## config.mk

```make
export PLATFORM = sky130hd
export DESIGN_NAME = fpu_fminmax_issue
export DESIGN_NICKNAME = d
export VERILOG_FILES = /design/src/rtl/fpu_pkg.sv /design/src/rtl/fpu_fminmax.sv /design/src/rtl/fpu_fminmax_issue.sv
export SDC_FILE = /design/constraint.sdc
export NUM_CORES = 1
export LEC_CHECK = 0
export ABC_AREA = 0
export CORE_UTILIZATION = 50
export CTS_BUF_LIST = sky130_fd_sc_hd__clkbuf_8
export DETAILED_ROUTE_END_ITERATION = 12
export DONT_BUFFER_PORTS = 1
export GPL_TIMING_DRIVEN = 0
export HOLD_SLACK_MARGIN = 0.03
export RECOVER_POWER = 100
export SLEW_MARGIN = 20
export SYNTH_ARGS = -nofsm -noshare
export SYNTH_HDL_FRONTEND = slang
export SYNTH_SLANG_ARGS = --single-unit
```

## constraint.sdc

```tcl
create_clock -name clk -period 6.3 [get_ports clk]
set_input_delay 0.63 -clock clk [delete_from_list [all_inputs] [get_ports clk]]
set_output_delay 0.63 -clock clk [all_outputs]
set_load 0.1 [all_outputs]
```

## src/rtl/fpu_pkg.sv

```systemverilog
// Shared FP32 types, constants and NaN classification helpers for the FPU
// issue and execute blocks.
package fpu_pkg;

  typedef struct packed {
    logic        sign;
    logic [7:0]  exp;
    logic [22:0] man;
  } fp32_t;

  typedef logic [4:0] fflags_t;

  localparam logic [31:0] FP32_CANON_NAN = 32'h7FC0_0000;
  localparam int          FFLAG_NV       = 4;

  function automatic logic fp32_is_nan(input fp32_t x);
    return (x.exp == 8'hFF) && (x.man != 23'd0);
  endfunction

  // A NaN with the quiet bit clear is signalling.
  function automatic logic fp32_is_snan(input fp32_t x);
    return fp32_is_nan(x) && !x.man[22];
  endfunction

endpackage

```

## src/rtl/fpu_fminmax.sv

```systemverilog
// Combinational FP32 min/max core for non-NaN operands; orders -0 below +0.
// NaN handling is the caller's responsibility.
module fpu_fminmax
  import fpu_pkg::*;
(
  input  fp32_t a,
  input  fp32_t b,
  input  logic  min0_max1,
  output fp32_t rd
);

  logic a_lt_b;

  // Sign-magnitude ordering: differing signs decide outright, so -0 < +0.
  always_comb begin
    if (a.sign != b.sign) begin
      a_lt_b = a.sign;
    end else if (a.sign) begin
      a_lt_b = {a.exp, a.man} > {b.exp, b.man};
    end else begin
      a_lt_b = {a.exp, a.man} < {b.exp, b.man};
    end
  end

  assign rd = (min0_max1 ^ a_lt_b) ? a : b;

endmodule

```

## src/rtl/fpu_fminmax_issue.sv

```systemverilog
// Issue/result stage for fmin.s/fmax.s: operand FIFO, RISC-V NaN screening
// around the fpu_fminmax core, and a registered result for writeback.
module fpu_fminmax_issue
  import fpu_pkg::*;
#(
  parameter int DEPTH = 2,
  parameter int TAG_W = 5
) (
  input  logic             clk,
  input  logic             rst,
  input  logic             flush,
  input  logic             in_valid,
  output logic             in_ready,
  input  logic [31:0]      in_rs1,
  input  logic [31:0]      in_rs2,
  input  logic             in_min0_max1,
  input  logic [TAG_W-1:0] in_tag,
  output logic             out_valid,
  input  logic             out_ready,
  output logic [31:0]      out_result,
  output logic [TAG_W-1:0] out_tag,
  output logic [4:0]       out_fflags
);

  localparam int PTR_W = $clog2(DEPTH);
  localparam int CNT_W = PTR_W + 1;

  typedef struct packed {
    fp32_t            rs1;
    fp32_t            rs2;
    logic             min0_max1;
    logic [TAG_W-1:0] tag;
  } op_t;

  op_t              mem [DEPTH];
  logic [PTR_W-1:0] wr_ptr, rd_ptr;
  logic [CNT_W-1:0] count;
  logic             full, empty, enq, deq;

  op_t              head;
  fp32_t            core_rd;
  logic             rs1_nan, rs2_nan;
  logic [31:0]      head_result;
  fflags_t          head_fflags;

  assign full     = (count == CNT_W'(DEPTH));
  assign empty    = (count == '0);
  assign in_ready = !full && !flush && !rst;
  assign enq      = in_valid && in_ready;
  assign deq      = !empty && (!out_valid || out_ready);

  // NOTE: storage array has no reset; count/pointers alone define validity,
  // which keeps the array as plain flops/RAM without a reset tree.
  always_ff @(posedge clk) begin
    if (enq) begin
      mem[wr_ptr] <= '{rs1: in_rs1, rs2: in_rs2, min0_max1: in_min0_max1, tag: in_tag};
    end
  end

  // NOTE: all sequential state uses non-blocking assignment so every flop
  // samples pre-edge values regardless of statement order.
  always_ff @(posedge clk) begin
    if (rst) begin
      wr_ptr     <= '0;
      rd_ptr     <= '0;
      count      <= '0;
      out_valid  <= 1'b0;
      out_result <= '0;
      out_tag    <= '0;
      out_fflags <= '0;
    end else if (flush) begin
      wr_ptr    <= '0;
      rd_ptr    <= '0;
      count     <= '0;
      out_valid <= 1'b0;
    end else begin
      if (enq) wr_ptr <= wr_ptr + PTR_W'(1);
      if (deq) rd_ptr <= rd_ptr + PTR_W'(1);
      case ({enq, deq})
        2'b10:   count <= count + CNT_W'(1);
        2'b01:   count <= count - CNT_W'(1);
        default: count <= count;
      endcase
      // Payload only moves on a load, so it holds under back-pressure and idle.
      if (deq) begin
        out_valid  <= 1'b1;
        out_result <= head_result;
        out_tag    <= head.tag;
        out_fflags <= head_fflags;
      end else if (out_ready) begin
        out_valid <= 1'b0;
      end
    end
  end

  assign head    = mem[rd_ptr];
  assign rs1_nan = fp32_is_nan(head.rs1);
  assign rs2_nan = fp32_is_nan(head.rs2);

  fpu_fminmax u_core (
    .a         (head.rs1),
    .b         (head.rs2),
    .min0_max1 (head.min0_max1),
    .rd        (core_rd)
  );

  // NOTE: defaults first in always_comb so no path leaves a signal unassigned
  // and no latch is inferred.
  always_comb begin
    head_result = core_rd;
    head_fflags = '0;
    if (rs1_nan && rs2_nan) begin
      head_result = FP32_CANON_NAN;
    end else if (rs1_nan) begin
      head_result = head.rs2;
    end else if (rs2_nan) begin
      head_result = head.rs1;
    end
    head_fflags[FFLAG_NV] = fp32_is_snan(head.rs1) || fp32_is_snan(head.rs2);
  end

endmodule

```

==> results of run 1 <==
[logic make-up (layout without fill, tap and decap cells)]
| kind of cell | Yosys count | after routing | synth area share (%) |
|---|---|---|---|
| AND/OR/NAND/NOR | 136 | 136 | 8.96 |
| XOR/XNOR | 4 | 4 | 0.415 |
| buffers and inverters | 67 | 104 | 4.06 |
| AO/OA/AOI/OAI | 119 | 119 | 12.3 |
| flip-flops | 184 | 184 | 60.2 |
| adder cells (fa/ha/maj) | 32 | 32 | 4.74 |
| other | 1 | 4 | 0.0444 |
| multiplexers | 71 | 71 | 9.31 |
[worst max-delay path, cell delays in order (launching register included)]
cell and delay [ps]:
dfxtp_1 330, buf_6 140, buf_8 180, buf_8 160
clkbuf_1 540, clkbuf_1 560, mux2_1 440, inv_1 80
ha_1 230, and4_1 230, and4_1 290, a221oi_2 270
nand3_1 220, o21a_1 370, o41ai_4 580, clkbuf_1 490
a22o_1 210, a221o_1 120
[how the worst max path moves through the flow]
stage,start,end,cells past startpoint
floorplan,rst,mem[0][0],6
global placement,rst,mem[0][45],6
detailed placement,register,out_result[21],17
CTS,register,out_result[21],17
global route,register,out_result[20],17
finish,register,out_result[21],17
[flip-flops by register name, indices dropped and copies added, names as in the netlist, named ones only]
register    cells
out_fflags      1
out_result     32
mem           140
out_tag         5
out_valid       1
wr_ptr          1
rd_ptr          1
count           2
[placed cells by master, fill, tap and decap left out, types with 4 or more instances in the layout]
cell type,Yosys,layout
dfxtp_1,44,44
ha_1,32,32
a211oi_1,7,7
edfxtp_1,140,140
nand2b_1,4,4
clkbuf_1,13,18
nand3_1,8,9
clkbuf_8,0,18
a221o_1,23,23
nor4_1,20,20
buf_4,5,5
conb_1,1,4
mux2i_1,19,19
o31ai_1,4,4
a22o_1,23,23
a221oi_1,6,6
mux2_2,49,48
nor2_1,41,42
or3_1,6,6
inv_1,37,40
nor3_1,7,7
nand4_1,9,9
o21ai_0,9,9
buf_6,6,5
nand2_1,23,23
a21oi_1,15,16
bufinv_16,0,4
[where the power goes]
group / internal, mW / switching [mW]
clock: 0.440 / 0.415
combinational: 0.0501 / 0.0960
sequential: 1.33 / 0.0595
[through the flow]
step / setup WS (ps) / utilization, % / setup TNS (ps)
after floorplan: -361 / - / -50570
after global placement: -2200 / 52.9 / -306670
after detailed placement: 1130 / 53.7 / 0
after CTS: 1120 / 56.3 / 0
after global routing: 463 / 55.7 / 0
final: 775 / 55.7 / 0
[layer usage]
| metal | wire [um] | share of wire, % | vias to the layer above |
|---|---|---|---|
| met5 | 0 | 0 | - |
| met4 | 337 | 1.7 | 0 |
| met3 | 1740 | 8.7 | 26 |
| met2 | 9340 | 47 | 192 |
| met1 | 8430 | 42 | 2692 |
| li1 | - | - | 2445 |
[layout make-up]
class	instances	area [um2]	area share, %
sequential	184	5080	55.3
multi-input combinational	366	3020	32.9
inverter	37	139	1.51
clock inverter	14	181	1.97
buffer	30	194	2.11
tap	220	275	2.99
timing repair buffer	5	52.6	0.571
clock buffer	18	248	2.69
==> flow_summary.ini, run 1 <==
[drt]
final_antenna_net_count = 0
wl_um = 19900
drc = 0
vias = 5355
detail_route.first_pass.iterations = 5
drt_iter0_drc = 312
routed_via_density = 6.13
wl_per_cell_um = 22.7

[global_routing]
gr-usage-met1_pct = 29.8
grt_overflow = 0
met2_usage_pct = 37.5
grt_pass1_vias = 5441
grt_pass1_wl_um = 30500
grt_max_degree = 26
antenna_found_initial = 0
use_met3_pct = 8.73
grtUsageTotal_pct = 23.5
busiest_layer = met2

[die]
initial_utilization_pct = 51.1
die-area_um2 = 17400
row_count = 47
die_width_um = 132
die_h_um = 132
core_um2 = 16500
io_pins = 119

[layout]
fillers = 1392
synthToLayoutAreaGrowth_pct = 8.81
postLayoutCellArea_um2 = 9200
instances_no_fill = 874
drive_above_1_share_pct = 17.1
num-nets-final = 748
antennaDiodeCount = 0

[sta]
fin_skew_ps = 18.2
setup_violations = 0
rsz0062_at_grt = false
hold_viol_final = 0
slew_violations = 49
fin_crit_ps = 5520
tightest_slew_ps = 2140
period_share_pct = 87.7
max_freq_ghz = 0.181
relSlewSlack_pct = -43.3
hold_ws_ps = 247

[clock_network]
postCtsSetupBuffers = 0
root_buffer = clkbuf_8
cts_tree = built
h-tree-depth = 4
cts_made_buffers = 17
path_clk_slew_ps = 100
cts_hold_buf = 0
cts.sinks = 184
clock_latency_ps = 470
cts.repair.resized = 0
cts.path.max_buffers = 2

[yosys]
async_flop_share_pct = 0
avgSynthCellArea_um2 = 13.8
synthFlopType = edfxtp_1
ys_ff_latch = 184
synth.distinct_cells = 67
synth_top_area_cell = edfxtp_1
synth_edf_count = 140
synth_area_um2 = 8450
synth_area_leaders = edfxtp_1 (50%), dfxtp_1 (10%), mux2_2 (6.5%)
synthCells = 614
yosysWarnings = 0
seq_area_frac_synth_pct = 60.2
synthMostInstantiatedCell = edfxtp_1
synth_top_area_share_pct = 49.7
synth_common_cells = edfxtp_1 (140), mux2_2 (49), dfxtp_1 (44)

[setup_path]
reg2reg_slack_ps = 780
cp_max_fo = 10
cp-end-kind = register
worst_ep_required_time_ps = 6700
r2r_end = out_result[21]
reg2reg_depth = 17
cp_data_arrival_time_ps = 5930
worstSetupPathType = reg -> reg
cp-start-kind = register

[worst_hold_path]
hold_path.startpoint = in_rs1[30]
whs_endpoint = mem[0][68]
worstHoldPathType = in -> reg
hold_depth = 0

[pwr]
power_mw = 2.39
power_leakage_nw = 3.19
ir_worst_vdd_v = 0.000178
power_density_nw_per_um2 = 260

[placed_design]
gp_congestion = 0.866
placed_area_um2 = 8870
io_buffers = 0
hpwlAfterDp_um = 14800
placed_cells = 842

[flow_run]
cap_violations = 3

[status]
status = complete, but fails checks
violations = capacitance limit, slew limit
Note: power is estimated with default switching activity, not from simulation.
==> run 2, diff against run 1 <==
- CORE_MARGIN: default -> 1
- CORE_UTILIZATION: 50 -> 46
==> run 2 against run 1 <==
The flow still finishes with violations (capacitance limit, slew limit). Global-route usage fell by 1.7 points. Via count fell by 1.8%. Final area fell by 0.38%. Register-to-register slack got worse by 120 ps. Critical path type unchanged. Critical endpoint is now out_result[12].
==> flow_summary.ini, run 2 (synthesis gave the netlist of run 1 again) <==
[die]
die_h_um = 138
die_width_um = 138
io_pins = 119
initial_utilization_pct = 47.1
die-area_um2 = 18900
core_um2 = 18000
row_count = 49

[status]
status = complete, but fails checks
violations = capacitance limit, slew limit

[global_routing]
grt_max_degree = 28
antenna_found_initial = 0
grtUsageTotal_pct = 21.8
grt_pass1_wl_um = 29600
grt_pass1_vias = 5241
grt_overflow = 0

[pwr]
p_clk_share_pct = 34.7
switchingPower_mw = 0.579
power_leakage_nw = 3.19
ir_worst_vdd_v = 0.000159
switching_share_pct = 24.7
seqPwrFrac_pct = 59.1
p_comb_share_pct = 6.2
power_density_nw_per_um2 = 256
internal-power_mw = 1.77

[sta]
fin_ws_ps = 653
fin_crit_ps = 5650
rsz0062_at_grt = false
fin_setup_tns_ps = 0
fin_skew_ps = 15.2
setup_violations = 0
slew_violations = 44
tightest_slew_ps = 2060
period_share_pct = 89.6
hold_viol_final = 0
max_freq_ghz = 0.177
relSlewSlack_pct = -37.4

[drt]
routed_via_density = 5.96
drc = 0
final_antenna_net_count = 0
detail_route.first_pass.iterations = 5
wl_um = 20200
wl_per_cell_um = 22.9
drt_iter0_drc = 450
vias = 5260

[placed_design]
gp_congestion = 0.857
dp_slack_ps = 987
placed_area_um2 = 8860
hpwlAfterDp_um = 15200
io_buffers = 0
placed_cells = 850

[layout]
top_register = mem
num-nets-final = 747
postLayoutCellArea_um2 = 9160
drive_above_1_share_pct = 18.5
instances_no_fill = 882
utilization_pct = 51.0
antennaDiodeCount = 0
final_cell_mix = edfxtp_1 (140), mux2_2 (48), dfxtp_1 (44), nor2_1 (41), inv_1 (37)
synthToLayoutAreaGrowth_pct = 8.39
reg_top3 = mem: 140 flops, out_result: 32 flops, out_tag: 5 flops
final_common_cell = edfxtp_1
largest_reg_flops = 140
fillers = 1548

[setup_path]
reg2reg_depth = 17
critical_path.cell_chain = buf_6 -> buf_8 -> buf_8 -> clkbuf_1 -> clkbuf_1 -> mux2_1 -> inv_1 -> ha_1 -> and4_1 -> and4_4 -> a221oi_1 -> nand3_2 -> o21a_1 -> o41ai_2 -> buf_6 -> a22o_1 -> a221o_1
cp_data_arrival_time_ps = 6040
cp_num_buf_inv = 7
cp-start-kind = register
cp_max_fo = 10
path_depth = 17
worst_ep_required_time_ps = 6690
cp-end-kind = register
crit_path_max_incr_delay_ps = 840
crit_family = buffers and inverters
worstSetupPathType = reg -> reg
critPathSlowestCell = o41ai_2

[worst_hold_path]
hold_depth = 0
worstHoldPathType = in -> reg

[clock_network]
cts.sinks = 184
cts_made_buffers = 17
cts_tree = built
cts_hold_buf = 0
path_clk_slew_ps = 100
h-tree-depth = 4
root_buffer = clkbuf_8
cts.repair.resized = 0
postCtsSetupBuffers = 0
clock_latency_ps = 450
cts.path.max_buffers = 2

[flow_run]
cap_violations = 3
run 2: cell types whose count changed in the layout (fill, tap and decap cells not counted), moves of 2 or more:
cell and delta:
buf_2 +2, clkbuf_1 -5, inv_1 -3, clkbuf_8 +2, clkbuf_2 +3, buf_12 -2, clkinv_4 +4, bufinv_16 -2
run 2: layout make-up:
type / count / area, um2 / area share, %
sequential: 184 / 5080 / 55.5
multi-input combinational: 366 / 3010 / 32.9
tap: 229 / 287 / 3.13
clock buffer: 20 / 275 / 3.00
buffer: 30 / 204 / 2.23
clock inverter: 12 / 140 / 1.53
inverter: 37 / 139 / 1.52
timing repair buffer: 4 / 20.0 / 0.219
run 2: through the flow:
step / hold slack, ps / power [mW]
finish: 266 / 2.35
global route: 218 / 2.43
CTS: 227 / 2.37
detailed placement: 506 / 1.56
global placement: 494 / 1.56
floorplan: 481 / 1.52
run 2: power groups by stage:
stage	Clock, mW	Sequential, mW	Combinational (mW)
6_report	0.815	1.39	0.145
5_1_grt	0.880	1.39	0.159
2_1_floorplan	0	1.41	0.111
3_3_place_gp	0	1.42	0.142
4_1_cts	0.836	1.39	0.149
3_5_place_dp	0	1.41	0.149
run 2: per-layer routing:
layer | GRT usage [%] | vias to the layer above | share of wire [%]
li1 | - | 2449 | -
met1 | 28.1 | 2612 | 43
met2 | 34.2 | 179 | 47
met3 | 7.84 | 20 | 9.4
met4 | 6.72 | 0 | 1.5
met5 | 0 | - | 0
run 2: final timing paths:
path	startpoint	end	slack, ps
max reg2reg	register	out_result[12]	650
min	in_rs2[9]	mem[0][15]	270
max	register	out_result[12]	650
min reg2reg	rd_ptr	rd_ptr	530
==> run 3, diff against run 2 <==
- clock period: 6.3 -> 7.1 ns (I/O delays scaled with it)
==> run 3 against run 2 <==
The flow still finishes with violations (capacitance limit, slew limit). Via count is 0.44% higher. Core utilization increased by 0.14 points. First-iteration DRC count shrank 12%. Largest cell class unchanged. Highest routed layer unchanged.
==> flow_summary.ini, run 3 (synthesis gave the netlist of run 1 again) <==
[status]
status = complete, but fails checks
violations = capacitance limit, slew limit

[clock_network]
cts.path.max_buffers = 2
root_buffer = clkbuf_8
cts_made_buffers = 17
cts.repair.resized = 0
cts.sinks = 184
clock_latency_ps = 450
cts_hold_buf = 0
path_clk_slew_ps = 100
cts_tree = built
h-tree-depth = 4
postCtsSetupBuffers = 0

[drt]
wl_um = 20200
final_antenna_net_count = 0
routed_via_density = 5.99
wl_per_cell_um = 22.9
drc = 0
drt_iter0_drc = 396
detail_route.first_pass.iterations = 4
vias = 5283

[layout]
largest_reg_flops = 140
reg_top3 = mem: 140 flops, out_result: 32 flops, out_tag: 5 flops
num-nets-final = 747
final_common_cell = edfxtp_1
regArea_um2 = 5080
utilization_pct = 51.1
final_cell_mix = edfxtp_1 (140), mux2_2 (48), dfxtp_1 (44), nor2_1 (42), inv_1 (37)
drive_above_1_share_pct = 17.8
fillers = 1549
multi_input_area_um2 = 2980
synthToLayoutAreaGrowth_pct = 8.69
postLayoutCellArea_um2 = 9190
antennaDiodeCount = 0
top_register = mem

[global_routing]
grt_pass1_vias = 5241
grtUsageTotal_pct = 21.8
grt_max_degree = 28
grt_pass1_wl_um = 29600
grt_overflow = 0
antenna_found_initial = 0

[setup_path]
cp_num_buf_inv = 7
crit_family = compound AO/OA/AOI/OAI gates
reg2reg_depth = 17
critical_path.cell_chain = buf_6 -> buf_8 -> buf_8 -> clkbuf_1 -> clkbuf_1 -> mux2_1 -> inv_1 -> ha_1 -> and4_1 -> and4_1 -> a221oi_2 -> nand3_1 -> o21a_1 -> o41ai_1 -> buf_6 -> a22o_1 -> a221o_1
reg2reg_slack_ps = 1120
crit_path_max_incr_delay_ps = 1220
critPathSlowestCell = o41ai_1
cp-end-kind = register
cp_max_fo = 10
cp-start-kind = register
r2r_end = out_result[16]
cp_data_arrival_time_ps = 6370
worst_ep_required_time_ps = 7490
worstSetupPathType = reg -> reg

[pwr]
ir_worst_vdd_v = 0.000141
p_comb_share_pct = 6.2
power_density_nw_per_um2 = 227
seqPwrFrac_pct = 59.1
power_leakage_nw = 3.19
p_clk_share_pct = 34.7
internal-power_mw = 1.57
switchingPower_mw = 0.514
switching_share_pct = 24.7

[flow_run]
cap_violations = 3

[sta]
slew_violations = 40
fin_skew_ps = 16.1
fin_setup_tns_ps = 0
rsz0062_at_grt = false
relSlewSlack_pct = -37.4
period_share_pct = 84.2
fin_crit_ps = 5980
max_freq_ghz = 0.167
setup_violations = 0
tightest_slew_ps = 2060
hold_viol_final = 0

[die]
io_pins = 119
die-area_um2 = 18900
row_count = 49
initial_utilization_pct = 47.1
core_um2 = 18000
die_width_um = 138
die_h_um = 138

[placed_design]
hpwlAfterDp_um = 15200
io_buffers = 0
gp_congestion = 0.857
placed_area_um2 = 8860

[worst_hold_path]
whs_endpoint = mem[0][15]
hold_path.startpoint = in_rs2[9]
worstHoldPathType = in -> reg
hold_depth = 0
-- run 3: metal layers --
metal  wire length, um  vias up  GRT usage, %  part of all wire, %
met5                 0        -             0                    0
met2              9490      197          34.2                   47
met3              1980       19          7.84                  9.8
met1              8510     2616          28.1                   42
li1                  -     2451             -                    -
met4               255        0          6.72                  1.3
-- run 3: worst max-delay path by stage --
| stage | from | end | slack [ps] | cells after the start |
|---|---|---|---|---|
| after floorplan | rst | mem[0][0] | 360 | 6 |
| after global placement | rst | mem[0][49] | -1490 | 6 |
| after detailed placement | register | out_result[3] | 1790 | 17 |
| after CTS | register | out_result[17] | 1750 | 17 |
| after global routing | register | out_result[12] | 790 | 17 |
| final | register | out_result[16] | 1120 | 17 |
-- run 3: per-stage QoR --
step	instances	setup slack [ps]	total power [mW]	hold slack [ps]
2_1_floorplan	617	359	1.35	481
3_3_place_gp	846	-1490	1.38	494
3_5_place_dp	850	1790	1.39	506
4_1_cts	882	1750	2.10	307
5_1_grt	882	794	2.15	298
6_report	882	1120	2.08	343
-- run 3: power groups by stage --
stage / clock network (mW) / registers (mW) / logic, mW
global route: 0.781 / 1.23 / 0.142
finish: 0.723 / 1.23 / 0.129
detailed placement: 0 / 1.26 / 0.132
global placement: 0 / 1.26 / 0.126
CTS: 0.742 / 1.23 / 0.133
floorplan: 0 / 1.25 / 0.0989
-- run 3: cell type report --
| type | instances | share of cell area [%] |
|---|---|---|
| Buffer | 30 | 2.22 |
| Timing Repair Buffer | 4 | 0.872 |
| Multi-Input combinational cell | 366 | 32.4 |
| Inverter | 37 | 1.51 |
| Tap cell | 229 | 3.12 |
| Clock buffer | 20 | 3.00 |
| Clock inverter | 12 | 1.53 |
| Sequential cell | 184 | 55.4 |
